File: src/rtl/demosaic_wsum_norm.sv
// Weighted-sum normaliser for the demosaic tap multiplier: accumulates the tap products of one pixel,
// rounds, shifts by the weight scale and saturates, then buffers results in a 2-entry output FIFO.
module demosaic_wsum_norm #(
    parameter int PROD_W   = 24,
    parameter int ACC_W    = 27,
    parameter int SHIFT    = 10,
    parameter int OUT_W    = 10,
    parameter int MAX_TAPS = 8
) (
    input  logic              ap_clk,
    input  logic              ap_rst_n,
    input  logic [PROD_W-1:0] prod_data,
    input  logic              prod_last,
    input  logic              prod_valid,
    output logic              prod_ready,
    output logic [OUT_W-1:0]  pix_data,
    output logic              pix_sat,
    output logic              pix_valid,
    input  logic              pix_ready,
    output logic              err_taps
);

    localparam int CNT_W = $clog2(MAX_TAPS + 1);
    localparam logic [CNT_W-1:0] CNT_LIMIT = CNT_W'(MAX_TAPS - 1);
    localparam logic [CNT_W-1:0] CNT_SAT   = CNT_W'(MAX_TAPS);
    localparam logic [ACC_W:0]   ROUND     = (ACC_W + 1)'(1) << (SHIFT - 1);

    // Valid/ready: a beat moves on a rising edge where valid && ready are both high; a producer
    // holding valid keeps its payload stable until that edge, and ready never looks at valid.

    logic [ACC_W-1:0] acc;
    logic [CNT_W-1:0] tap_cnt;

    logic             norm_valid;
    logic [OUT_W:0]   norm_ent;      // {sat, data}

    logic [1:0]       fifo_count;
    logic [OUT_W:0]   ent0;          // head entry drives the pix_* outputs
    logic [OUT_W:0]   ent1;

    logic             prod_fire;
    logic             pix_fire;
    logic             norm_move;

    logic [ACC_W:0]   sum_wide;
    logic [ACC_W-1:0] total;
    logic [ACC_W:0]   rounded;
    logic [ACC_W:0]   quot;
    logic [OUT_W:0]   norm_calc;

    assign prod_ready = (2'(norm_valid) + fifo_count) < 2'd2;
    assign prod_fire  = prod_valid && prod_ready;
    assign pix_valid  = (fifo_count != 2'd0);
    assign pix_fire   = pix_valid && pix_ready;
    assign norm_move  = norm_valid && (fifo_count != 2'd2);
    assign pix_data   = ent0[OUT_W-1:0];
    assign pix_sat    = ent0[OUT_W];

    always_comb begin
        sum_wide  = {1'b0, acc} + (ACC_W + 1)'(prod_data);
        total     = sum_wide[ACC_W] ? {ACC_W{1'b1}} : sum_wide[ACC_W-1:0];
        // One spare bit keeps the rounding add from wrapping even on a saturated total.
        rounded   = {1'b0, total} + ROUND;
        quot      = rounded >> SHIFT;
        norm_calc = {1'b0, quot[OUT_W-1:0]};
        if (|quot[ACC_W:OUT_W]) begin
            norm_calc = {1'b1, {OUT_W{1'b1}}};
        end
    end

    // Accumulate stage and sticky tap-count error.
    always_ff @(posedge ap_clk or negedge ap_rst_n) begin
        if (!ap_rst_n) begin
            acc      <= '0;
            tap_cnt  <= '0;
            err_taps <= 1'b0;
        end else if (prod_fire) begin
            if (prod_last) begin
                acc     <= '0;
                tap_cnt <= '0;
            end else begin
                acc <= total;
                if (tap_cnt != CNT_SAT) begin
                    tap_cnt <= tap_cnt + 1'b1;
                end
                if (tap_cnt == CNT_LIMIT) begin
                    err_taps <= 1'b1;
                end
            end
        end
    end

    // Norm slot: only refilled when empty or draining, which prod_ready guarantees.
    always_ff @(posedge ap_clk or negedge ap_rst_n) begin
        if (!ap_rst_n) begin
            norm_valid <= 1'b0;
            norm_ent   <= '0;
        end else if (prod_fire && prod_last) begin
            norm_valid <= 1'b1;
            norm_ent   <= norm_calc;
        end else if (norm_move) begin
            norm_valid <= 1'b0;
        end
    end

    // Two-entry in-order output FIFO; push and pop together only happen with one entry held.
    always_ff @(posedge ap_clk or negedge ap_rst_n) begin
        if (!ap_rst_n) begin
            fifo_count <= 2'd0;
            ent0       <= '0;
            ent1       <= '0;
        end else begin
            case ({norm_move, pix_fire})
                2'b10: begin
                    if (fifo_count == 2'd0) begin
                        ent0 <= norm_ent;
                    end else begin
                        ent1 <= norm_ent;
                    end
                    fifo_count <= fifo_count + 2'd1;
                end
                2'b01: begin
                    ent0       <= ent1;
                    fifo_count <= fifo_count - 2'd1;
                end
                2'b11: begin
                    ent0 <= norm_ent;
                end
                default: begin
                end
            endcase
        end
    end

endmodule

File: config.mk
export PLATFORM = sky130hd
export DESIGN_NAME = demosaic_wsum_norm
export DESIGN_NICKNAME = d
export VERILOG_FILES = /design/src/rtl/demosaic_wsum_norm.sv
export SDC_FILE = /design/constraint.sdc
export NUM_CORES = 1
export LEC_CHECK = 0
export BUFFER_PORTS_ARGS = -buffer_cell sky130_fd_sc_hd__buf_2
export CORE_MARGIN = 5
export CORE_UTILIZATION = 55
export DETAILED_ROUTE_END_ITERATION = 8
export GPL_ROUTABILITY_DRIVEN = 0
export PLACE_DENSITY = 0.84
export SETUP_SLACK_MARGIN = 0.4
export SLEW_MARGIN = 30
export SYNTH_ARGS = -nofsm -noshare
export SYNTH_HDL_FRONTEND = slang
export SYNTH_SLANG_ARGS = --single-unit
File: constraint.sdc
create_clock -name ap_clk -period 3.9 [get_ports ap_clk]
set_clock_uncertainty 0.2 [all_clocks]
set_input_delay 0.39 -clock ap_clk [delete_from_list [all_inputs] [get_ports ap_clk]]
set_output_delay 0.39 -clock ap_clk [all_outputs]
set_load 0.02 [all_outputs]
==> run metrics <==
standard cell with the maximum stage delay on the critical path sky130_fd_sc_hd__a311oi_2; Reg clk slew, reported paths 80 ps; root buffer selected by CTS sky130_fd_sc_hd__clkbuf_8; main combinational cell family by area after synthesis compound AO/OA/AOI/OAI gates; initial DRC count 378; fill cell total of the finished layout 634; nature of the critical path startpoint register; DRC violations left 0; distinct cell type count after synthesis 72; share of the synthesized area in compound gates (AO/OA/AOI/OAI) 0.258; number of port buffers 42; ordered cell list for the critical path ha_4 -> inv_2 -> fa_2 -> nand2b_4 -> a21oi_4 -> o21ai_2 -> a311oi_2 -> nor3_1 -> or3b_4 -> or4_4 -> a32oi_2 -> a2111oi_4 -> buf_6 -> a31oi_2; portion of synthesized cell area occupied by the leading cell type 0.335; #FFs+latches synth 68; yosys synthesis warning count 0; worst-case setup margin in the final layout -15.8 ps; post-detailed-route wirelength per cell 19.4 um; Final Hold Vio Count 0; count of final setup violators 3; proportion of synthesized area in mux cells 0.0483; height of the chip 106 um; initial antenna violation count 0; fraction of the yosys area taken by sequential cells 0.335; number of I/O pins 43; GR Overflow Total 0; wire length reported by the detailed router 15300 um; remaining antenna violation count after routing 0; cell types occupying the most area after synthesis sky130_fd_sc_hd__dfrtp_1 (33%), sky130_fd_sc_hd__ha_1 (7.1%), sky130_fd_sc_hd__nand2_1 (6.1%); clock insertion delay at the later pin of the skew report 360 ps; cell row count 35; simple logic cell fraction of the synthesized area 0.190; core outline area 9110 um2; iteration count of the initial detailed-routing pass 6; highest clock frequency the design can meet 0.255 GHz; drt via density 6.47; fraction of layout instances using a drive strength above 1 0.347; total number of nets in the final design 731; total nets after synthesis 644; area of the die 11300 um2; CP endpoint kind register; number of H-tree branching levels 3; static leakage 2.74 nW; Gate Count Post-Synth 585; number of inserted diodes 0; highest net fanout along the worst path 6; Horiz. Die Dim 106 um; CTS tree yes; unrepaired setup endpoints after global routing yes; initial cell density of the core 0.558; number of global-route vias before repair 5159; slowest cell delay on critical path 440 ps; maximum number of pins on one net before global-route repair 51; run status complete, but fails checks; netlist area before placement 5080 um2; total via count after detailed routing 5096; Req. time, crit path 3970 ps; deepest clock path buffer count 2; final core utilization 0.718; primary flip-flop cell chosen by synthesis mapping sky130_fd_sc_hd__dfrtp_1; Hold/Removal Path Class primary input to register; mean post-synth cell area 8.69 um2; area added between synthesis and finish 28.7%; global-route wire length before repair 24900 um; Overall Global Routing Usage 0.273; total power draw 0.00514 W; VDD IR-drop max 0.456 mV; data arrival time of the critical path 3990 ps; Power Dens Cells 787 nW/um2; Final period util 1.00; Min Clock Period, post-route 3920 ps; xor-xnor portion of the synthesized cell area 0.0517; Synth Area in Adders 0.0754; cell taking the most area after synthesis sky130_fd_sc_hd__dfrtp_1; violated checks setup timing; number of enable flip-flop cells after synthesis 0; count of max-cap constraint violations 0; total clock sinks 68; count of final max-slew check failures 0; hpwl dp 9760 um; total CTS buffers 9; category of the most critical setup path register to register; max_slew headroom 0.328; Slew @ Worst Pin 1000 ps; FFs w/ async S/R, synth 1.00
-- flip-flops by register name, indices dropped and copies added (netlist names) --
register,count
fifo_count,2
norm_ent,11
err_taps,1
norm_valid,1
ent0,11
ent1,11
acc,27
tap_cnt,4
-- synthesized netlist by cell type (11+ instances only) --
| master | instances |
|---|---|
| sky130_fd_sc_hd__nand2_1 | 82 |
| sky130_fd_sc_hd__dfrtp_1 | 68 |
| sky130_fd_sc_hd__nor2_1 | 57 |
| sky130_fd_sc_hd__o21ai_0 | 52 |
| sky130_fd_sc_hd__a21oi_1 | 31 |
| sky130_fd_sc_hd__ha_1 | 29 |
| sky130_fd_sc_hd__xnor2_1 | 18 |
| sky130_fd_sc_hd__clkbuf_1 | 16 |
| sky130_fd_sc_hd__inv_1 | 15 |
| sky130_fd_sc_hd__mux2_2 | 12 |
| sky130_fd_sc_hd__xor2_1 | 12 |
| sky130_fd_sc_hd__a21o_1 | 11 |
| sky130_fd_sc_hd__mux2i_1 | 11 |
-- layout by cell type (no fill, tap or decap), drive strengths merged, types with 11 or more instances in the layout --
cell type | synthesis | routed
a211oi | 12 | 12
a21o | 11 | 11
a21oi | 35 | 35
a31oi | 15 | 15
buf | 13 | 104
dfrtp | 68 | 68
ha | 29 | 29
inv | 15 | 19
mux2 | 12 | 12
mux2i | 11 | 11
nand2 | 82 | 82
nor2 | 57 | 57
o21ai | 59 | 59
xnor2 | 18 | 18
xor2 | 12 | 12
-- power breakdown --
group          internal, W  switching [W]  total (W)
combinational      0.00145        0.00193    0.00338
clock             0.000305       0.000309   0.000614
sequential        0.000954       0.000198    0.00115
total              0.00271        0.00244    0.00514
-- worst max-delay path: cells and delay by family, from the launching register on --
kind	cells	cell delay, ps
AOI/OAI and AO/OA	6	1420
DFF	1	390
and+or+nand+nor	4	1120
buffers and inverters	2	210
adders and majority gates	2	490
-- timing repair --
item                                    4_1_cts  5_1_grt
hold buffers                                  1        0
gates resized for setup                      63       17
hold endpoints to repair                     18        0
setup buffers                                33        7
pin swaps                                    37       15
cloned                                        2        0
endpoints found under the setup margin       11       11
-- routing by layer --
layer / wire length [um] / track usage / vias up
met5: 0 / 0 / -
met3: 1090 / 0.0601 / 102
met2: 7520 / 0.468 / 305
met1: 5760 / 0.309 / 2389
li1: - / - / 2300
met4: 930 / 0.167 / 0
-- cells by family (layout without fill, tap and decap cells) --
group,after synthesis,after routing
fa+ha+maj,30,30
simple gates,204,205
xor+xnor,30,30
compound gates,185,185
mux,23,23
buf+inv,45,136
flops,68,68
-- area by class of cell --
| type | count | area, um2 | share of cell area |
|---|---|---|---|
| flip-flops and latches | 68 | 1700 | 0.260 |
| multi-input cells | 473 | 3730 | 0.571 |
| repair buffers | 105 | 702 | 0.107 |
| well taps | 111 | 139 | 0.0212 |
| inverters | 15 | 56.3 | 0.00861 |
| clock inverters | 7 | 81.3 | 0.0124 |
| clock buffers | 9 | 124 | 0.0189 |
-- final timing paths --
| path | from | to | slack, ps | depth (start not counted) |
|---|---|---|---|---|
| hold reg to reg | ent0[10] | ent0[10] | 280 | 2 |
| hold / removal | prod_last | tap_cnt[3] | 270 | 2 |
| max in group asynchronous | ap_rst_n | fifo_count[1] | 2190 | 3 |
| setup reg to reg | acc[0] | norm_ent[4] | -20 | 14 |
| setup / recovery | acc[0] | norm_ent[4] | -20 | 14 |
| min in group asynchronous | ap_rst_n | err_taps | 330 | 2 |
-- through the flow --
| stage | setup WS, ps | hold slack (ps) | TNS [ps] | std cells | instance area, um2 |
|---|---|---|---|---|---|
| after global routing | -141 | 260 | -1290 | 788 | 6540 |
| after detailed placement | -223 | 172 | -2220 | 729 | 5640 |
| after floorplan | 369 | -106 | 0 | 585 | 5320 |
| after global placement | -39.2 | 167 | -335 | 729 | 5640 |
| after CTS | 213 | 239 | 0 | 781 | 6420 |
| final | -15.8 | 269 | -30.5 | 788 | 6540 |
Power figures use the tool's default switching activity.
